## config.mk

```make
export PLATFORM = sky130hd
export DESIGN_NAME = imem_boot_loader
export DESIGN_NICKNAME = d
export VERILOG_FILES = /design/src/rtl/imem_boot_loader.sv
export SDC_FILE = /design/constraint.sdc
export NUM_CORES = 1
export LEC_CHECK = 0
export BUFFER_PORTS_ARGS = -buffer_cell sky130_fd_sc_hd__buf_2
export CAP_MARGIN = 20
export CORE_AREA = 4 4 147 149
export CTS_CLUSTER_DIAMETER = 80
export CTS_CLUSTER_SIZE = 24
export DETAILED_ROUTE_END_ITERATION = 8
export DIE_AREA = 0 0 151 153
export GPL_TIMING_DRIVEN = 0
export PLACE_DENSITY = 0.44
export SLEW_MARGIN = 20
export SYNTH_ARGS = -nofsm -noshare
export SYNTH_HDL_FRONTEND = slang
export SYNTH_SLANG_ARGS = --single-unit
```

## constraint.sdc

```tcl
create_clock -name clk -period 3.1 [get_ports clk]
set_input_delay 0.31 -clock clk [delete_from_list [all_inputs] [get_ports clk]]
set_output_delay 0.31 -clock clk [all_outputs]
set_load 0.005 [all_outputs]
```

## src/rtl/imem_boot_loader.sv

```systemverilog
// Framed byte-stream loader for the CPU's byte-wide instruction memory.
// Frame: len_lo, len_hi, N payload bytes, 8-bit additive checksum; CPU reset released on success.
module imem_boot_loader #(
  parameter int ADDR_W    = 10,
  parameter int BASE_ADDR = 0,
  parameter int MAX_BYTES = 1024
) (
  input  logic              clk,
  input  logic              rst,
  input  logic              in_valid,
  input  logic [7:0]        in_data,
  output logic              in_ready,
  output logic              mem_we,
  output logic [ADDR_W-1:0] mem_addr,
  output logic [7:0]        mem_wdata,
  output logic              word_valid,
  output logic [31:0]       word_data,
  output logic              cpu_rst,
  output logic              done,
  output logic              error
);

  typedef enum logic [2:0] {
    HDR0,
    HDR1,
    DATA,
    CSUM,
    DONE,
    ERR
  } state_t;

  localparam logic [16:0]       MAX_N = 17'(MAX_BYTES);
  localparam logic [ADDR_W-1:0] BASE  = ADDR_W'(BASE_ADDR);

  state_t      state_reg;
  logic [7:0]  len_lo_reg;
  logic [15:0] len_reg;
  logic [15:0] cnt_reg;
  logic [7:0]  sum_reg;

  logic        fire;
  logic        data_fire;
  logic        last_byte;
  logic [15:0] len_next;
  logic        len_bad;

  assign fire      = in_valid && in_ready;
  assign data_fire = fire && (state_reg == DATA);
  assign last_byte = (cnt_reg + 16'd1) == len_reg;
  assign len_next  = {in_data, len_lo_reg};
  // Payload must fit the memory window and be a whole number of 32-bit words.
  assign len_bad   = ({1'b0, len_next} > MAX_N) || (len_next[1:0] != 2'b00);

  always_ff @(posedge clk) begin
    if (rst) begin
      state_reg  <= HDR0;
      in_ready   <= 1'b0;
      mem_we     <= 1'b0;
      mem_addr   <= BASE;
      mem_wdata  <= 8'h00;
      word_valid <= 1'b0;
      cpu_rst    <= 1'b1;
      done       <= 1'b0;
      error      <= 1'b0;
      len_lo_reg <= 8'h00;
      len_reg    <= 16'h0000;
      cnt_reg    <= 16'h0000;
      sum_reg    <= 8'h00;
    end else begin
      mem_we     <= 1'b0;
      word_valid <= 1'b0;
      case (state_reg)
        HDR0: begin
          in_ready <= 1'b1;
          if (fire) begin
            len_lo_reg <= in_data;
            state_reg  <= HDR1;
          end
        end
        HDR1: begin
          if (fire) begin
            len_reg <= len_next;
            cnt_reg <= 16'h0000;
            sum_reg <= 8'h00;
            if (len_bad) begin
              state_reg <= ERR;
              in_ready  <= 1'b0;
              error     <= 1'b1;
            end else if (len_next == 16'h0000) begin
              state_reg <= CSUM;
            end else begin
              state_reg <= DATA;
            end
          end
        end
        DATA: begin
          if (fire) begin
            mem_we     <= 1'b1;
            mem_wdata  <= in_data;
            mem_addr   <= BASE + ADDR_W'(cnt_reg);
            word_valid <= (cnt_reg[1:0] == 2'd3);
            cnt_reg    <= cnt_reg + 16'd1;
            sum_reg    <= sum_reg + in_data;
            if (last_byte) begin
              state_reg <= CSUM;
            end
          end
        end
        CSUM: begin
          if (fire) begin
            in_ready <= 1'b0;
            if (in_data == sum_reg) begin
              state_reg <= DONE;
              done      <= 1'b1;
              cpu_rst   <= 1'b0;
            end else begin
              state_reg <= ERR;
              error     <= 1'b1;
            end
          end
        end
        DONE: begin
          in_ready <= 1'b0;
        end
        ERR: begin
          in_ready <= 1'b0;
        end
        default: begin
          // Unreachable encodings fail safe: hold the CPU in reset.
          state_reg <= ERR;
          in_ready  <= 1'b0;
          error     <= 1'b1;
          cpu_rst   <= 1'b1;
        end
      endcase
    end
  end

  // One byte lane per word position; lane k captures payload bytes with index mod 4 == k.
  for (genvar gi = 0; gi < 4; gi++) begin : g_lane
    logic [7:0] lane_reg;

    always_ff @(posedge clk) begin
      if (rst) begin
        lane_reg <= 8'h00;
      end else if (data_fire && (cnt_reg[1:0] == 2'(gi))) begin
        lane_reg <= in_data;
      end
    end

    assign word_data[8*gi +: 8] = lane_reg;
  end

endmodule

```

==> run metrics, run 1 <==
Port Buf Inserts=66; top-count cell post-synth=nand2_1; Clock Latency Late Sink=0.36 ns; worst reg2reg endpoint=state_reg[0]$_SDFFE_PP0P_; htree depth=3; largest net degree at the start of global routing=18; Top FF cell, synth=dfxtp_1; Largest register FFs=32; Max-Cap Viols=0; CTS resizes=0; Internal=2.11 mW; Max Slew Vio Count=0; Slew HR=37.4%; # nets final=725; Pwr per Cell Area=468 nW/µm²; Post-DRT Antenna Nets=0; Seq pwr share=50.1%; Post-synth top cells=nand2_1, dfxtp_1, a21oi_1; Hold EP=cpu_rst$_SDFFE_PP1P_; Max Clock Skew=0.0126 ns; Top Ports=67; Row Count=52; Worst-path clk slew=0.08 ns; syn_area_per_cell=7.96 µm²; Overall Global Routing Usage=14.3%; starting density of the core=24.7%; FMAX=367 MHz; P&R area growth vs syn=19.6%; Final TNS setup=0 ns; first-pass GRT wire length=25500 µm; area of the core=20200 µm²; slowest CP cell=dfxtp_1; antenna violations before repair=0; CTS max path bufs=2; dominant cells by area after synthesis=dfxtp_1, nand2_1, a21oi_1; n_diodes=0; Setup crit start kind=register; CTS tree=built; Hold Vio Cnt, Final=0; root cell of the clock tree=clkbuf_16; Psw=0.680 mW; ratio of cells with drive above 1 in the final layout=14.0%; reg-to-reg critical path startpoint=cnt_reg[1]$_SDFFE_PP0P_; DR vias=4463; DR DRC count=0; drt wl/cell=16.9 µm; R2R depth=8; gp weighted congestion=0.807; Post-Syn Instances=625; PnR worst setup slack=0.374 ns; initial DRC count=222; Top delay family on crit path=compound AO/OA/AOI/OAI gates; CP cell instances=inv_1 > ha_1 > xor2_1 > a2111oi_4 > o21ai_1 > a2111o_1 > or4_1 > o31ai_2; # fillers=2250; YS warnings=0; DR pass1 iterations=4; CP Capture Type=register; die width=151 µm; CP Buf/Inv Count=1; clk sink count=107; register area share after synthesis=43.0%; Hold Crit Class=in2reg; Final Setup Violations=0; Synth async-reset ratio=0%; fin crit period=2.73 ns; DIE HEIGHT=153 µm; fin crit share=87.9%; Worst R2R Setup Slack=0.37 ns; Hold Crit Start=in_valid; CP max FO=8; WS Path Type=reg2reg; dpl hpwl=12000 µm; RSZ-0062 raised after global routing=false; Synth Register Bits=107; Switching Share=24.4%; Worst-Margin Slew=0.935 ns; clock share of power=44.3%; Hold Crit Depth=4; Worst EP arrival=3.01 ns; grt total ovfl=0; Post-synth EDFFs=0; Critical Path RT=3.38 ns; outcome=complete, no violations; Comb power frac=5.6%; syn nets=648; largest area contributor in the netlist=dfxtp_1; Leak=2.25 nW; Distinct cells, synth=55; via density per instance=4.57; peak supply drop=0.000246 V; Cell Area, Synth=4980 µm²; Post-Route WL=16500 µm; Setup Fix Bufs, Post-CTS=0; vias in the first global route=4262; CTS Hold Bufs=0; largest stage delay on the critical path=0.57 ns; DP Worst Slack=0.392 ns; Yosys top cell area share=43.0%; DIE AREA=23100 µm²; CTS buffer count=9
[kinds of logic after synthesis]
family	count (synthesis)	synth area share, %
and+or+nand+nor	268	24.6
AOI/OAI and AO/OA	134	15.6
DFF	107	43.0
buffers and inverters	58	4.93
xor gates and xnor gates	30	5.43
muxes	16	3.22
adders and majority gates	12	3.17
[through the flow]
step	util [%]	power (mW)	hold WS (ns)	instance area [µm²]	instances
floorplan	-	1.52	0.444	4980	625
global placement	28.0	1.59	0.445	5640	961
detailed placement	28.0	1.59	0.446	5640	961
CTS	29.5	2.83	0.291	5950	976
global route	29.5	2.89	0.310	5950	976
finish	29.5	2.78	0.313	5950	976
[per-layer routing]
layer / global-route usage, % / vias up / wire length [µm]
li1: - / 2299 / -
met1: 21.4 / 2067 / 8340
met2: 21.1 / 88 / 7220
met3: 2.75 / 9 / 722
met4: 3.63 / 0 / 189
met5: 0 / - / 0
[layout by cell type, fill, tap and decap left out, types with 2 or more instances in the layout]
cell and count:
inv_6 2, a22oi_1 2, mux2i_1 16, and3_1 3, a2111oi_0 2, inv_1 8
dfxtp_1 107, buf_4 3, xnor2_1 21, a21oi_1 93, ha_1 11, nand4_1 5
buf_1 5, buf_2 72, or3_1 3, nand3_1 40, nor4_1 6, nor3b_1 2
xor2_1 8, nor2_1 47, clkbuf_8 2, clkbuf_1 34, nand2_1 128, nand4b_1 3
a21o_1 6, a311oi_1 2, a31oi_1 2, nor3_2 2, nand2b_1 2, o2111ai_1 2
clkbuf_16 9, and4_1 2, a2111o_1 2, nor3_1 11, o21ai_0 14, or4_1 3
and2_1 3
[area by class of cell]
type	count	area, µm²	share of cell area (%)
clock inverter	4	56.3	0.946
tap	270	338	5.67
multi-input combinational	460	2590	43.5
sequential	107	2140	36.0
clock buffer	11	253	4.25
inverter	8	30.0	0.504
timing repair buffer	66	330	5.55
buffer	50	215	3.61
[worst min-delay path, delay by kind of cell]
kind,cells,cell delay (ns)
buffers and inverters,1,0.14
AND/OR/NAND/NOR,2,0.11
AO/OA/AOI/OAI,1,0.07
[power groups by stage]
stage               Combinational [mW]  Sequential [mW]  Clock (mW)
floorplan                       0.0944             1.42           0
global placement                 0.159             1.43           0
detailed placement               0.158             1.43           0
CTS                              0.159             1.39        1.27
global route                     0.174             1.40        1.32
finish                           0.155             1.39        1.23
[how the worst max path moves through the flow]
stage	from	end	slack [ns]	cells after the start
2_1_floorplan	cnt_reg[0]$_SDFFE_PP0P_	state_reg[0]$_SDFFE_PP0P_	0.69	9
3_3_place_gp	cnt_reg[1]$_SDFFE_PP0P_	state_reg[0]$_SDFFE_PP0P_	0.38	8
3_5_place_dp	cnt_reg[1]$_SDFFE_PP0P_	state_reg[0]$_SDFFE_PP0P_	0.39	8
4_1_cts	cnt_reg[1]$_SDFFE_PP0P_	state_reg[0]$_SDFFE_PP0P_	0.37	8
5_1_grt	cnt_reg[1]$_SDFFE_PP0P_	state_reg[0]$_SDFFE_PP0P_	0.18	8
6_report	cnt_reg[1]$_SDFFE_PP0P_	state_reg[0]$_SDFFE_PP0P_	0.37	8
Note: power is estimated with default switching activity, not from simulation.
==> run 2: changes to the inputs <==
--- a/config.mk
+++ b/config.mk
@@ -5,13 +5,14 @@
 export SDC_FILE = /design/constraint.sdc
 export NUM_CORES = 1
 export LEC_CHECK = 0
+export ABC_AREA = 1
 export BUFFER_PORTS_ARGS = -buffer_cell sky130_fd_sc_hd__buf_2
 export CAP_MARGIN = 20
-export CORE_AREA = 4 4 147 149
+export CORE_AREA = 4 4 145 147
 export CTS_CLUSTER_DIAMETER = 80
 export CTS_CLUSTER_SIZE = 24
 export DETAILED_ROUTE_END_ITERATION = 8
-export DIE_AREA = 0 0 151 153
+export DIE_AREA = 0 0 149 151
 export GPL_TIMING_DRIVEN = 0
 export PLACE_DENSITY = 0.44
 export SLEW_MARGIN = 20
==> constraint.sdc (replaced) <==
create_clock -name clk -period 2.7 [get_ports clk]
set_input_delay 0.27 -clock clk [delete_from_list [all_inputs] [get_ports clk]]
set_output_delay 0.27 -clock clk [all_outputs]
set_load 0.005 [all_outputs]
==> run 2 against run 1 <==
Net effect: sequential share of layout area up 0.55 points; core utilization fell by 0.060 points; clock skew fell by 0.0011 ns; via count up 1.2%; final cell count rose by 3.1%; register-to-register slack improved by 0.06 ns.
==> run metrics, run 2 <==
drt wl/cell=15.1 µm; most frequent cells in the layout=nand2_1, dfxtp_1, buf_2, a21oi_1, nor2_1; CTS resizes=0; mux contribution to synthesized area=0%; RSZ-0062 raised after global routing=false; DIE HEIGHT=151 µm; Final TNS setup=0 ns; largest stage delay on the critical path=0.45 ns; XOR/XNOR Fraction of Synth Area=1.56%; CP Capture Type=register; WS Path Type=reg2reg; Clock Latency Late Sink=0.36 ns; Hold Crit Class=in2reg; DR vias=4516; Overall Global Routing Usage=13.9%; via density per instance=4.49; grt total ovfl=0; FMAX=441 MHz; commonest non-fill, non-tap cell in the layout=nand2_1; WHS=0.244 ns; Post-synth top cells=nand2_1, dfxtp_1, a21oi_1; DR pass1 iterations=4; Pwr Total=3.54 mW; fin crit period=2.27 ns; outcome=complete, no violations; YS warnings=0; die width=149 µm; Row Count=52; Critical Path RT=2.95 ns; largest area contributor in the netlist=dfxtp_1; DP Worst Slack=0.448 ns; # fillers=2194; Cell Area, Synth=4890 µm²; gp weighted congestion=0.795; worst reg2reg endpoint=state_reg[0]$_SDFFE_PP0P_; Synth Area in Simple Gates=27.4%; P&R area growth vs syn=19.9%; syn nets=678; Post-Place Cells=989; ratio of cells with drive above 1 in the final layout=17.4%; clk sink count=107; largest family of logic cells by synthesized area=simple AND/OR/NAND/NOR gates; peak supply drop=0.000253 V; Worst-Margin Slew=0.747 ns; CTS buffer count=9; area of the core=19900 µm²; Post-DRT Antenna Nets=0; Setup crit start kind=register; Post-Syn Instances=655; Final Setup Violations=0; vias in the first global route=4358; htree depth=3; Max Clock Skew=0.0115 ns; reg-to-reg critical path startpoint=cnt_reg[1]$_SDFFE_PP0P_; Post-synth EDFFs=0; CP cell instances=ha_1 > nand3_1 > nor2_1 > nand2_1 > nand3_1 > nand2_1 > nor2_1 > nand2_1 > nor2_2 > nand3_2 > nand2_2 > nand3_1 > nand2_1 > nor2_2; Largest register FFs=32; Worst R2R Setup Slack=0.43 ns; starting density of the core=24.6%; Synth async-reset ratio=0%; dpl hpwl=11400 µm; top-count cell post-synth=nand2_1; # nets final=753; CTS max path bufs=2; antenna violations before repair=1; Leak=2.44 nW; Pwr per Cell Area=604 nW/µm²; Adder-Cell Fraction of Synth Area=3.22%; Non-Filler Instances=1006; post-route cell area=5860 µm²; CP max FO=6; largest net degree at the start of global routing=20; Compound-Gate Fraction of Synth Area=16.8%; Slew HR=50.2%; Top FF cell, synth=dfxtp_1; Max-Cap Viols=0; syn_area_per_cell=7.47 µm²; Final Core Density=29.5%; Top delay family on crit path=simple AND/OR/NAND/NOR gates; root cell of the clock tree=clkbuf_16; Port Buf Inserts=64; CP Buf/Inv Count=0; slowest CP cell=dfxtp_1; DR DRC count=0; R2R depth=14; Area after DPL=5550 µm²; first-pass GRT wire length=24300 µm; most used cell, CP=nand2_1; initial DRC count=202; fin crit share=84.0%; Top Ports=67; dominant cells by area after synthesis=dfxtp_1, nand2_1, a21oi_1; Hold Crit Start=in_data[2]; Hold EP=len_lo_reg[2]$_SDFFE_PP0P_; Max Slew Vio Count=0; Setup Fix Bufs, Post-CTS=0; Post-Route WL=15200 µm; Worst EP arrival=2.52 ns; Worst-path clk slew=0.08 ns; CTS Hold Bufs=0; DIE AREA=22500 µm²; Distinct cells, synth=36; PnR worst setup slack=0.431 ns; Hold Vio Cnt, Final=0; Yosys top cell area share=43.8%; Hold Crit Depth=3; Synth Register Bits=107; CTS tree=built; register area share after synthesis=43.8%
run 2: area by class of cell:
cell class	count	area, µm²	share of cell area (%)
tap	270	338	5.76
buffer	29	140	2.39
clock inverter	6	83.8	1.43
multi-input combinational	462	2390	40.8
inverter	57	214	3.65
clock buffer	10	229	3.90
sequential	107	2140	36.5
timing repair buffer	64	320	5.46
antenna	1	2.50	0.0427
run 2: cells by family (layout without fill, tap and decap cells):
kind of cell / count (synthesis) / after routing
compound gates: 149 / 149
xor+xnor: 7 / 7
fa+ha+maj: 12 / 12
buf+inv: 86 / 166
flops: 107 / 107
other cells: 0 / 1
simple gates: 294 / 294
run 2: power breakdown:
part           leakage (nW)  internal (mW)  switching [mW]  total, mW
logic                  1.42          0.140           0.305      0.446
clock network         0.152          0.742           0.660       1.40
registers             0.864           1.65          0.0480       1.69
run 2: how the worst max path moves through the flow:
stage          slack [ns]  depth (start not counted)                    start                         to
4_1_cts              0.42                         14  cnt_reg[0]$_SDFFE_PP0P_  state_reg[0]$_SDFFE_PP0P_
3_5_place_dp         0.45                         14  cnt_reg[0]$_SDFFE_PP0P_  state_reg[0]$_SDFFE_PP0P_
5_1_grt              0.10                         14  cnt_reg[1]$_SDFFE_PP0P_  state_reg[0]$_SDFFE_PP0P_
2_1_floorplan        0.90                         12  cnt_reg[1]$_SDFFE_PP0P_  state_reg[0]$_SDFFE_PP0P_
6_report             0.43                         14  cnt_reg[1]$_SDFFE_PP0P_  state_reg[0]$_SDFFE_PP0P_
3_3_place_gp         0.43                         14  cnt_reg[0]$_SDFFE_PP0P_  state_reg[0]$_SDFFE_PP0P_
run 2: tightest hold or removal path: cells and delay by family:
kind	cells	cell delay, ns
AO/OA/AOI/OAI	1	0.06
buffers and inverters	1	0.14
AND/OR/NAND/NOR	1	0.09
run 2: layer usage:
| layer | routed length, µm | track usage, % | vias to the layer above |
|---|---|---|---|
| met1 | 7770 | 19.6 | 2079 |
| met4 | 258 | 4.81 | 2 |
| met2 | 6720 | 21.7 | 69 |
| li1 | - | - | 2346 |
| met5 | 12 | 0 | - |
| met3 | 456 | 2.06 | 20 |
